<file path="src/rtl/fwd_hazard_unit.sv">
// Forwarding / load-use hazard unit: tracks EX and MEM destination tags and
// produces registered operand-select codes. Optional macro: FH_NPC_FWD_EN.
module fwd_hazard_unit #(
    parameter int XLEN_REGS = 5
) (
    input  logic                 clk,
    input  logic                 rstn,
    input  logic                 pipe_hold,
    input  logic                 ex_flush,
    input  logic                 id_valid,
    input  logic [XLEN_REGS-1:0] id_rs1,
    input  logic [XLEN_REGS-1:0] id_rs2,
    input  logic                 id_rs1_used,
    input  logic                 id_rs2_used,
    input  logic [XLEN_REGS-1:0] id_rd,
    input  logic                 id_rd_we,
    input  logic [1:0]           id_wb_src,
    output logic [2:0]           sr1_mux_sel_fh,
    output logic [2:0]           sr2_mux_sel_fh,
    output logic                 stall_id,
    output logic                 bubble_ex
);

    localparam logic [1:0] SRC_ALU  = 2'b00;
    localparam logic [1:0] SRC_DM   = 2'b01;
    localparam logic [1:0] SRC_NPC  = 2'b10;

    localparam logic [2:0] SEL_NONE = 3'b000;
    localparam logic [2:0] SEL_ALU1 = 3'b100;
    localparam logic [2:0] SEL_WB2  = 3'b101;
    localparam logic [2:0] SEL_DM2  = 3'b110;
    localparam logic [2:0] SEL_NPC1 = 3'b111;

    logic                 slot_ex_v_q,  slot_ex_v_d;
    logic [XLEN_REGS-1:0] slot_ex_rd_q, slot_ex_rd_d;
    logic [1:0]           slot_ex_src_q, slot_ex_src_d;
    logic                 slot_mem_v_q,  slot_mem_v_d;
    logic [XLEN_REGS-1:0] slot_mem_rd_q, slot_mem_rd_d;
    logic [1:0]           slot_mem_src_q, slot_mem_src_d;
    logic [2:0]           sel1_q, sel1_d;
    logic [2:0]           sel2_q, sel2_d;

    logic [3:0]           fwd1_s;
    logic [3:0]           fwd2_s;
    logic                 hazard_s;
    logic                 id_tag_v_s;
    logic [1:0]           id_src_s;

    // Returns {load_use_hazard, select_code} for one source operand.
    function automatic logic [3:0] fwd_lookup(
        input logic                 used,
        input logic [XLEN_REGS-1:0] rs,
        input logic                 ex_v,
        input logic [XLEN_REGS-1:0] ex_rd,
        input logic [1:0]           ex_src,
        input logic                 mem_v,
        input logic [XLEN_REGS-1:0] mem_rd,
        input logic [1:0]           mem_src
    );
        logic [3:0] res;
        res = {1'b0, SEL_NONE};
        if (!used || (rs == {XLEN_REGS{1'b0}})) begin
            res = {1'b0, SEL_NONE};
        end else if (ex_v && (ex_rd == rs)) begin
            case (ex_src)
                SRC_DM:  res = {1'b1, SEL_NONE};
`ifdef FH_NPC_FWD_EN
                SRC_NPC: res = {1'b0, SEL_NPC1};
`else
                SRC_NPC: res = {1'b1, SEL_NONE};
`endif
                default: res = {1'b0, SEL_ALU1};
            endcase
        end else if (mem_v && (mem_rd == rs)) begin
            if (mem_src == SRC_DM) begin
                res = {1'b0, SEL_DM2};
            end else begin
                res = {1'b0, SEL_WB2};
            end
        end else begin
            res = {1'b0, SEL_NONE};
        end
        return res;
    endfunction

    // Source lookup and the combinational stall/bubble controls.
    always_comb begin
        fwd1_s = fwd_lookup(id_valid & id_rs1_used, id_rs1,
                            slot_ex_v_q, slot_ex_rd_q, slot_ex_src_q,
                            slot_mem_v_q, slot_mem_rd_q, slot_mem_src_q);
        fwd2_s = fwd_lookup(id_valid & id_rs2_used, id_rs2,
                            slot_ex_v_q, slot_ex_rd_q, slot_ex_src_q,
                            slot_mem_v_q, slot_mem_rd_q, slot_mem_src_q);
        hazard_s   = fwd1_s[3] | fwd2_s[3];
        stall_id   = rstn & ~pipe_hold & ~ex_flush & hazard_s;
        bubble_ex  = rstn & ~pipe_hold & (ex_flush | hazard_s);
        id_tag_v_s = id_valid & id_rd_we & (id_rd != {XLEN_REGS{1'b0}});
        // Reserved writeback source behaves as ALU.
        id_src_s   = (id_wb_src == 2'b11) ? SRC_ALU : id_wb_src;
    end

    // Next-state selection: hold > flush/hazard (inject bubble) > advance.
    always_comb begin
        slot_ex_v_d    = slot_ex_v_q;
        slot_ex_rd_d   = slot_ex_rd_q;
        slot_ex_src_d  = slot_ex_src_q;
        slot_mem_v_d   = slot_mem_v_q;
        slot_mem_rd_d  = slot_mem_rd_q;
        slot_mem_src_d = slot_mem_src_q;
        sel1_d         = sel1_q;
        sel2_d         = sel2_q;
        if (pipe_hold) begin
            sel1_d = sel1_q;
        end else if (ex_flush || hazard_s) begin
            slot_mem_v_d   = slot_ex_v_q;
            slot_mem_rd_d  = slot_ex_rd_q;
            slot_mem_src_d = slot_ex_src_q;
            slot_ex_v_d    = 1'b0;
            sel1_d         = SEL_NONE;
            sel2_d         = SEL_NONE;
        end else begin
            slot_mem_v_d   = slot_ex_v_q;
            slot_mem_rd_d  = slot_ex_rd_q;
            slot_mem_src_d = slot_ex_src_q;
            slot_ex_v_d    = id_tag_v_s;
            slot_ex_rd_d   = id_rd;
            slot_ex_src_d  = id_src_s;
            sel1_d         = fwd1_s[2:0];
            sel2_d         = fwd2_s[2:0];
        end
    end

    // State registers with asynchronous active-low reset.
    always_ff @(posedge clk or negedge rstn) begin
        if (!rstn) begin
            slot_ex_v_q    <= 1'b0;
            slot_ex_rd_q   <= {XLEN_REGS{1'b0}};
            slot_ex_src_q  <= SRC_ALU;
            slot_mem_v_q   <= 1'b0;
            slot_mem_rd_q  <= {XLEN_REGS{1'b0}};
            slot_mem_src_q <= SRC_ALU;
            sel1_q         <= SEL_NONE;
            sel2_q         <= SEL_NONE;
        end else begin
            slot_ex_v_q    <= slot_ex_v_d;
            slot_ex_rd_q   <= slot_ex_rd_d;
            slot_ex_src_q  <= slot_ex_src_d;
            slot_mem_v_q   <= slot_mem_v_d;
            slot_mem_rd_q  <= slot_mem_rd_d;
            slot_mem_src_q <= slot_mem_src_d;
            sel1_q         <= sel1_d;
            sel2_q         <= sel2_d;
        end
    end

    assign sr1_mux_sel_fh = sel1_q;
    assign sr2_mux_sel_fh = sel2_q;

endmodule

</file>
<file path="config.mk">
export PLATFORM = sky130hd
export DESIGN_NAME = fwd_hazard_unit
export DESIGN_NICKNAME = d
export VERILOG_FILES = /design/src/rtl/fwd_hazard_unit.sv
export SDC_FILE = /design/constraint.sdc
export NUM_CORES = 1
export LEC_CHECK = 0
export CAP_MARGIN = 20
export CORE_UTILIZATION = 51
export DETAILED_ROUTE_END_ITERATION = 12
export PLACE_DENSITY = 0.9
export SYNTH_ARGS = -nofsm -noshare
export SYNTH_HDL_FRONTEND = slang
export SYNTH_SLANG_ARGS = --single-unit
</file>
<file path="constraint.sdc">
create_clock -name clk -period 5.64 [get_ports clk]
set_input_delay 1.128 -clock clk [delete_from_list [all_inputs] [get_ports clk]]
set_output_delay 1.128 -clock clk [all_outputs]
set_load 0.1 [all_outputs]
</file>
==> results.ini, run 1 <==
[outcome]
outcome=finished, final reports clean

[floorplanning]
pin_count=33
initial_core_util=0.551
die_w_um=51.1
core_area_mm2=0.00223
num_rows=17
die_h_um=51.1
die-area_mm2=0.00261

[clock_network]
cts_resized=0
clk_latency_ns=0.31
clock_sink_count=22
htreeDepth=1
cts.path.max_buffers=2
cts_tree=done
clk_pin_slew_ns=0.11
postCtsSetupRepairBufs=0
numCtsBuffers=3
ctsHoldBuffers=0
clock-root-buffer=clkbuf_4

[logic_synthesis]
ys_ff_latch=22
synth_top_flop_cell=dfrtp_1
async_flop_share=1.00
seq_area_frac_synth=0.447
syn-num-nets=131
synthDistinctLibCells=26
synth_area_leaders=dfrtp_1 (45%), mux2_2 (14%), xor2_1 (11%)
syn_inst=106
yosys.area.top_type=dfrtp_1
yosys_warnings=0
yosys-top-cells-count=dfrtp_1 (22), xor2_1 (16), mux2_2 (15)
synth_most_common_cell=dfrtp_1
synth_area_mm2=0.00123
syn_area_per_cell_um2=11.6
synth_edf_count=0
synth_top_area_frac=0.447

[routing]
viasPerCell=5.74
postRouteWirelength_um=2540
drc=0
vias=958
avgRoutedWirePerCell_um=15.2
postRouteAntennaNets=0
drt_iter0_drc=14
dr.pass1.iters=4

[critical_path]
worstSetupStartpointType=primary input
r2r_start=slot_ex_rd_q[3]
path_class=primary input to primary output
crit_path_end_kind=primary output
cp.arrival_ns=3.16
critPathRequiredTime_ns=4.51
startpoint=id_rs2[3]
path_max_fanout=4

[run]
cap_violations=0

[sta]
holdWs_ns=0.503
max-slew-margin-rel=0.353
grt_setup_unrepaired=false
finalCriticalPeriod_ns=4.28
setup_ws_ns=1.36
report.final.slew_viol_count=0
fin_crit_sh=0.759
tightest_slew_ns=0.967
setup_violations=0
hold_viol_final=0
finalClockSkew_ns=0.00613
clock.fmax_ghz=0.233
setup-tns-final_ns=0

[place]
place_hpwl_um=2000
io_buffers=32
placed_cells=164
place_congestion=0.862
post_dp_cell_area_mm2=0.00156
post-place-ws_ns=1.35

[layout]
finalNetCount=166
drive_above_1_share=0.180
area_growth_pct=28.6
num-fill-cells=164
antenna_cells=0
design_area_mm2=0.00158
seq_area_um2=551
stdcell_count=167
multi_input_area_um2=648
fin_util=0.709

[power_and_ir_drop]
powerDensity_mw_per_mm2=223
peakVddDrop_v=0.000208
leakagePower_nw=0.650
finalPower_mw=0.353

[grt]
grt_pass1_vias=936
antenna_found_initial=0
track_usage=0.223
grt_pass1_wl_um=4190
overflow=0
grt_max_degree=24

[min_path]
hold_start=sr2_mux_sel_fh[1]
hp-class=flip-flop to flip-flop

power by group:
part	internal [mW]	switching, mW	total (mW)
clock	0.0250	0.0447	0.0697
sequential	0.175	0.0212	0.196
combinational	0.0500	0.0374	0.0874
total	0.250	0.103	0.353
cell type report:
class	count	area share
Sequential cell	22	0.348
Tap cell	28	0.0221
Clock buffer	3	0.0142
Timing Repair Buffer	33	0.204
Inverter	1	0.00237
Multi-Input combinational cell	80	0.409
kinds of logic after synthesis:
group / synth area share
simple gates: 0.127
flops: 0.447
xor+xnor: 0.149
mux: 0.153
compound gates: 0.0965
buf+inv: 0.0264
layer usage:
layer / share of wire / vias to the layer above / GRT usage
met5: 0 / - / 0
met4: 0.013 / 0 / 0.102
met3: 0.047 / 5 / 0.0506
met2: 0.51 / 30 / 0.357
met1: 0.43 / 464 / 0.286
li1: - / 459 / -
placed cells by master (no fill, tap or decap), types with 3 or more instances in the layout:
| cell | Yosys | layout |
|---|---|---|
| nor2b_1 | 3 | 3 |
| or4_1 | 3 | 3 |
| clkbuf_4 | 0 | 3 |
| clkdlybuf4s50_1 | 0 | 30 |
| nor4_1 | 4 | 4 |
| buf_4 | 0 | 3 |
| mux2_2 | 15 | 15 |
| o41ai_1 | 4 | 4 |
| xnor2_1 | 5 | 5 |
| xor2_1 | 16 | 16 |
| dfrtp_1 | 22 | 22 |
| o211ai_1 | 3 | 3 |
| nand2_1 | 9 | 9 |
path summary, 6_finish.rpt:
kind	endpoint	slack (ns)	cells after the start
max in group asynchronous	slot_mem_v_q	4.26	2
worst max register to register	slot_ex_rd_q[1]	3.41	5
worst min register to register	sr2_mux_sel_fh[1]	0.50	2
worst max-delay path	stall_id	1.36	7
worst min-delay path	sr2_mux_sel_fh[1]	0.50	2
min in group asynchronous	slot_mem_rd_q[3]	1.16	2
sequential cells by signal, indices dropped and copies added, names as in the netlist:
register / cells
slot_ex_rd_q: 5
slot_ex_src_q: 2
slot_ex_v_q: 1
slot_mem_rd_q: 5
slot_mem_src_q: 2
slot_mem_v_q: 1
sr1_mux_sel_fh: 3
sr2_mux_sel_fh: 3
critical path, cell delays in order:
cell and delay, ns:
clkdlybuf4s50_1 0.46, xor2_1 0.16, nor4_1 0.33, nand3_1 0.27, o22a_2 0.32, nor3_1 0.17, buf_4 0.32
Power figures use the tool's default switching activity.
==> inputs of run 2 (changes only) <==
Settings changed: CORE_UTILIZATION 51 to 47, PLACE_DENSITY 0.9 to 0.84.
Clock period 5.64 ns to 4 ns, I/O delays scaled along.
==> run 2 against run 1 <==
Compared with the run above:
- first-iteration DRC count grew 21%
- register-to-register slack lost 1.6 ns
- sequential share of layout area shrank 0.86 points
- flip-flop and latch count is the same
- count of clock-buffer cells in the layout is the same
- critical path depth is the same
- utilization shrank 5.4 points
- final area grew 2.5%
- non-clock buffer count grew 1
- worst hold slack lost 0.0054 ns
- clock power grew 33%
- critical path type unchanged
- largest cell class unchanged
- largest power group unchanged
==> results.ini, run 2 (synthesis results as in run 1) <==
[run]
cap_violations=0

[power_and_ir_drop]
leakagePower_nw=0.661
peakVddDrop_v=0.000236
powerDensity_mw_per_mm2=305

[critical_path]
path_max_fanout=4
worstSetupStartpointType=primary input
crit_path_top_delay_cell=or4_1
cp.arrival_ns=2.82
max_stage_delay_ns=0.56
crit_path_end_kind=primary output
critPathTopFamily=simple AND/OR/NAND/NOR gates
path_class=primary input to primary output
critPathRequiredTime_ns=3.20
r2r_setup_slack_ns=1.82
path_cells=clkdlybuf4s50_1 > or4_1 > o211ai_1 > or2_2 > o22a_2 > a21oi_1 > buf_12
cp_num_buf_inv=2

[place]
place_hpwl_um=2210
place_congestion=0.909
post_dp_cell_area_mm2=0.00160
placed_cells=167
io_buffers=32

[routing]
postRouteAntennaNets=0
dr.pass1.iters=5
postRouteWirelength_um=2660
viasPerCell=5.78
drt_iter0_drc=17
drc=0
avgRoutedWirePerCell_um=15.7
vias=982

[sta]
report.final.slew_viol_count=0
clock.fmax_ghz=0.277
hold_viol_final=0
grt_setup_unrepaired=false
setup-tns-final_ns=0
setup_violations=0
fin_crit_sh=0.904
finalCriticalPeriod_ns=3.62
tightest_slew_ns=0.961
finalClockSkew_ns=0.00826
max-slew-margin-rel=0.357

[floorplanning]
num_rows=18
die_w_um=53.2
die-area_mm2=0.00283
initial_core_util=0.497
pin_count=33
core_area_mm2=0.00248
die_h_um=53.2

[clock_network]
postCtsSetupRepairBufs=0
clock-root-buffer=clkbuf_4
cts_resized=0
cts.path.max_buffers=2
htreeDepth=1
cts_tree=done
clk_latency_ns=0.30
clk_pin_slew_ns=0.11
ctsHoldBuffers=0
clock_sink_count=22
numCtsBuffers=3

[layout]
stdcell_count=170
final_cell_mix=clkdlybuf4s50_1 (30), dfrtp_1 (22), xor2_1 (16), mux2_2 (15), nand2_1 (9)
finalNetCount=167
final_common_cell=clkdlybuf4s50_1
area_growth_pct=31.8
antenna_cells=0
fin_util=0.655
num-fill-cells=194
design_area_mm2=0.00162
largestRegisters=slot_ex_rd_q (5), slot_mem_rd_q (5)
drive_above_1_share=0.193

[grt]
antenna_found_initial=0
grt_pass1_vias=913
overflow=0
grt_max_degree=23
track_usage=0.217
grt_pass1_wl_um=4150

[min_path]
hp-class=flip-flop to flip-flop

[outcome]
outcome=finished, final reports clean

run 2: area by class of cell:
type	count	area, um^2	share of cell area
Sequential cell	22	551	0.339
Timing Repair Buffer	34	355	0.219
Clock buffer	3	22.5	0.0139
Multi-Input combinational cell	80	653	0.402
Inverter	1	3.75	0.00231
Tap cell	30	37.5	0.0231
run 2: path summary, 6_finish.rpt:
path / startpoint / endpoint / depth (start not counted)
setup / recovery: id_rs2[1] / bubble_ex / 7
hold / removal: sr2_mux_sel_fh[0] / sr2_mux_sel_fh[0] / 2
setup reg to reg: slot_ex_rd_q[3] / slot_ex_rd_q[0] / 5
hold reg to reg: sr2_mux_sel_fh[0] / sr2_mux_sel_fh[0] / 2
max in group asynchronous: rstn / slot_ex_rd_q[0] / 2
min in group asynchronous: rstn / sr1_mux_sel_fh[2] / 2
run 2: layer usage:
metal,wire [um],up-vias,GRT usage
li1,-,460,-
met1,1130,484,0.288
met2,1340,34,0.335
met3,151,4,0.0374
met4,44,0,0.114
met5,0,-,0
run 2: power breakdown:
part	total, mW	switching, mW	leakage, nW	internal, mW
clock	0.0930	0.0579	0.0138	0.0351
combinational	0.125	0.0526	0.367	0.0721
sequential	0.278	0.0311	0.280	0.247
run 2: worst min-delay path, cell delays in order (launching register included):
cell and delay [ns]:
dfrtp_1 0.36, nand2_1 0.05, o41ai_1 0.06
run 2: metrics by stage:
step	total power [mW]	hold WS (ns)	setup WS, ns
floorplan	0.350	0.485	0.00812
global placement	0.399	0.471	0.438
detailed placement	0.407	0.476	0.394
CTS	0.501	0.503	0.386
global route	0.522	0.532	0.276
finish	0.496	0.497	0.383
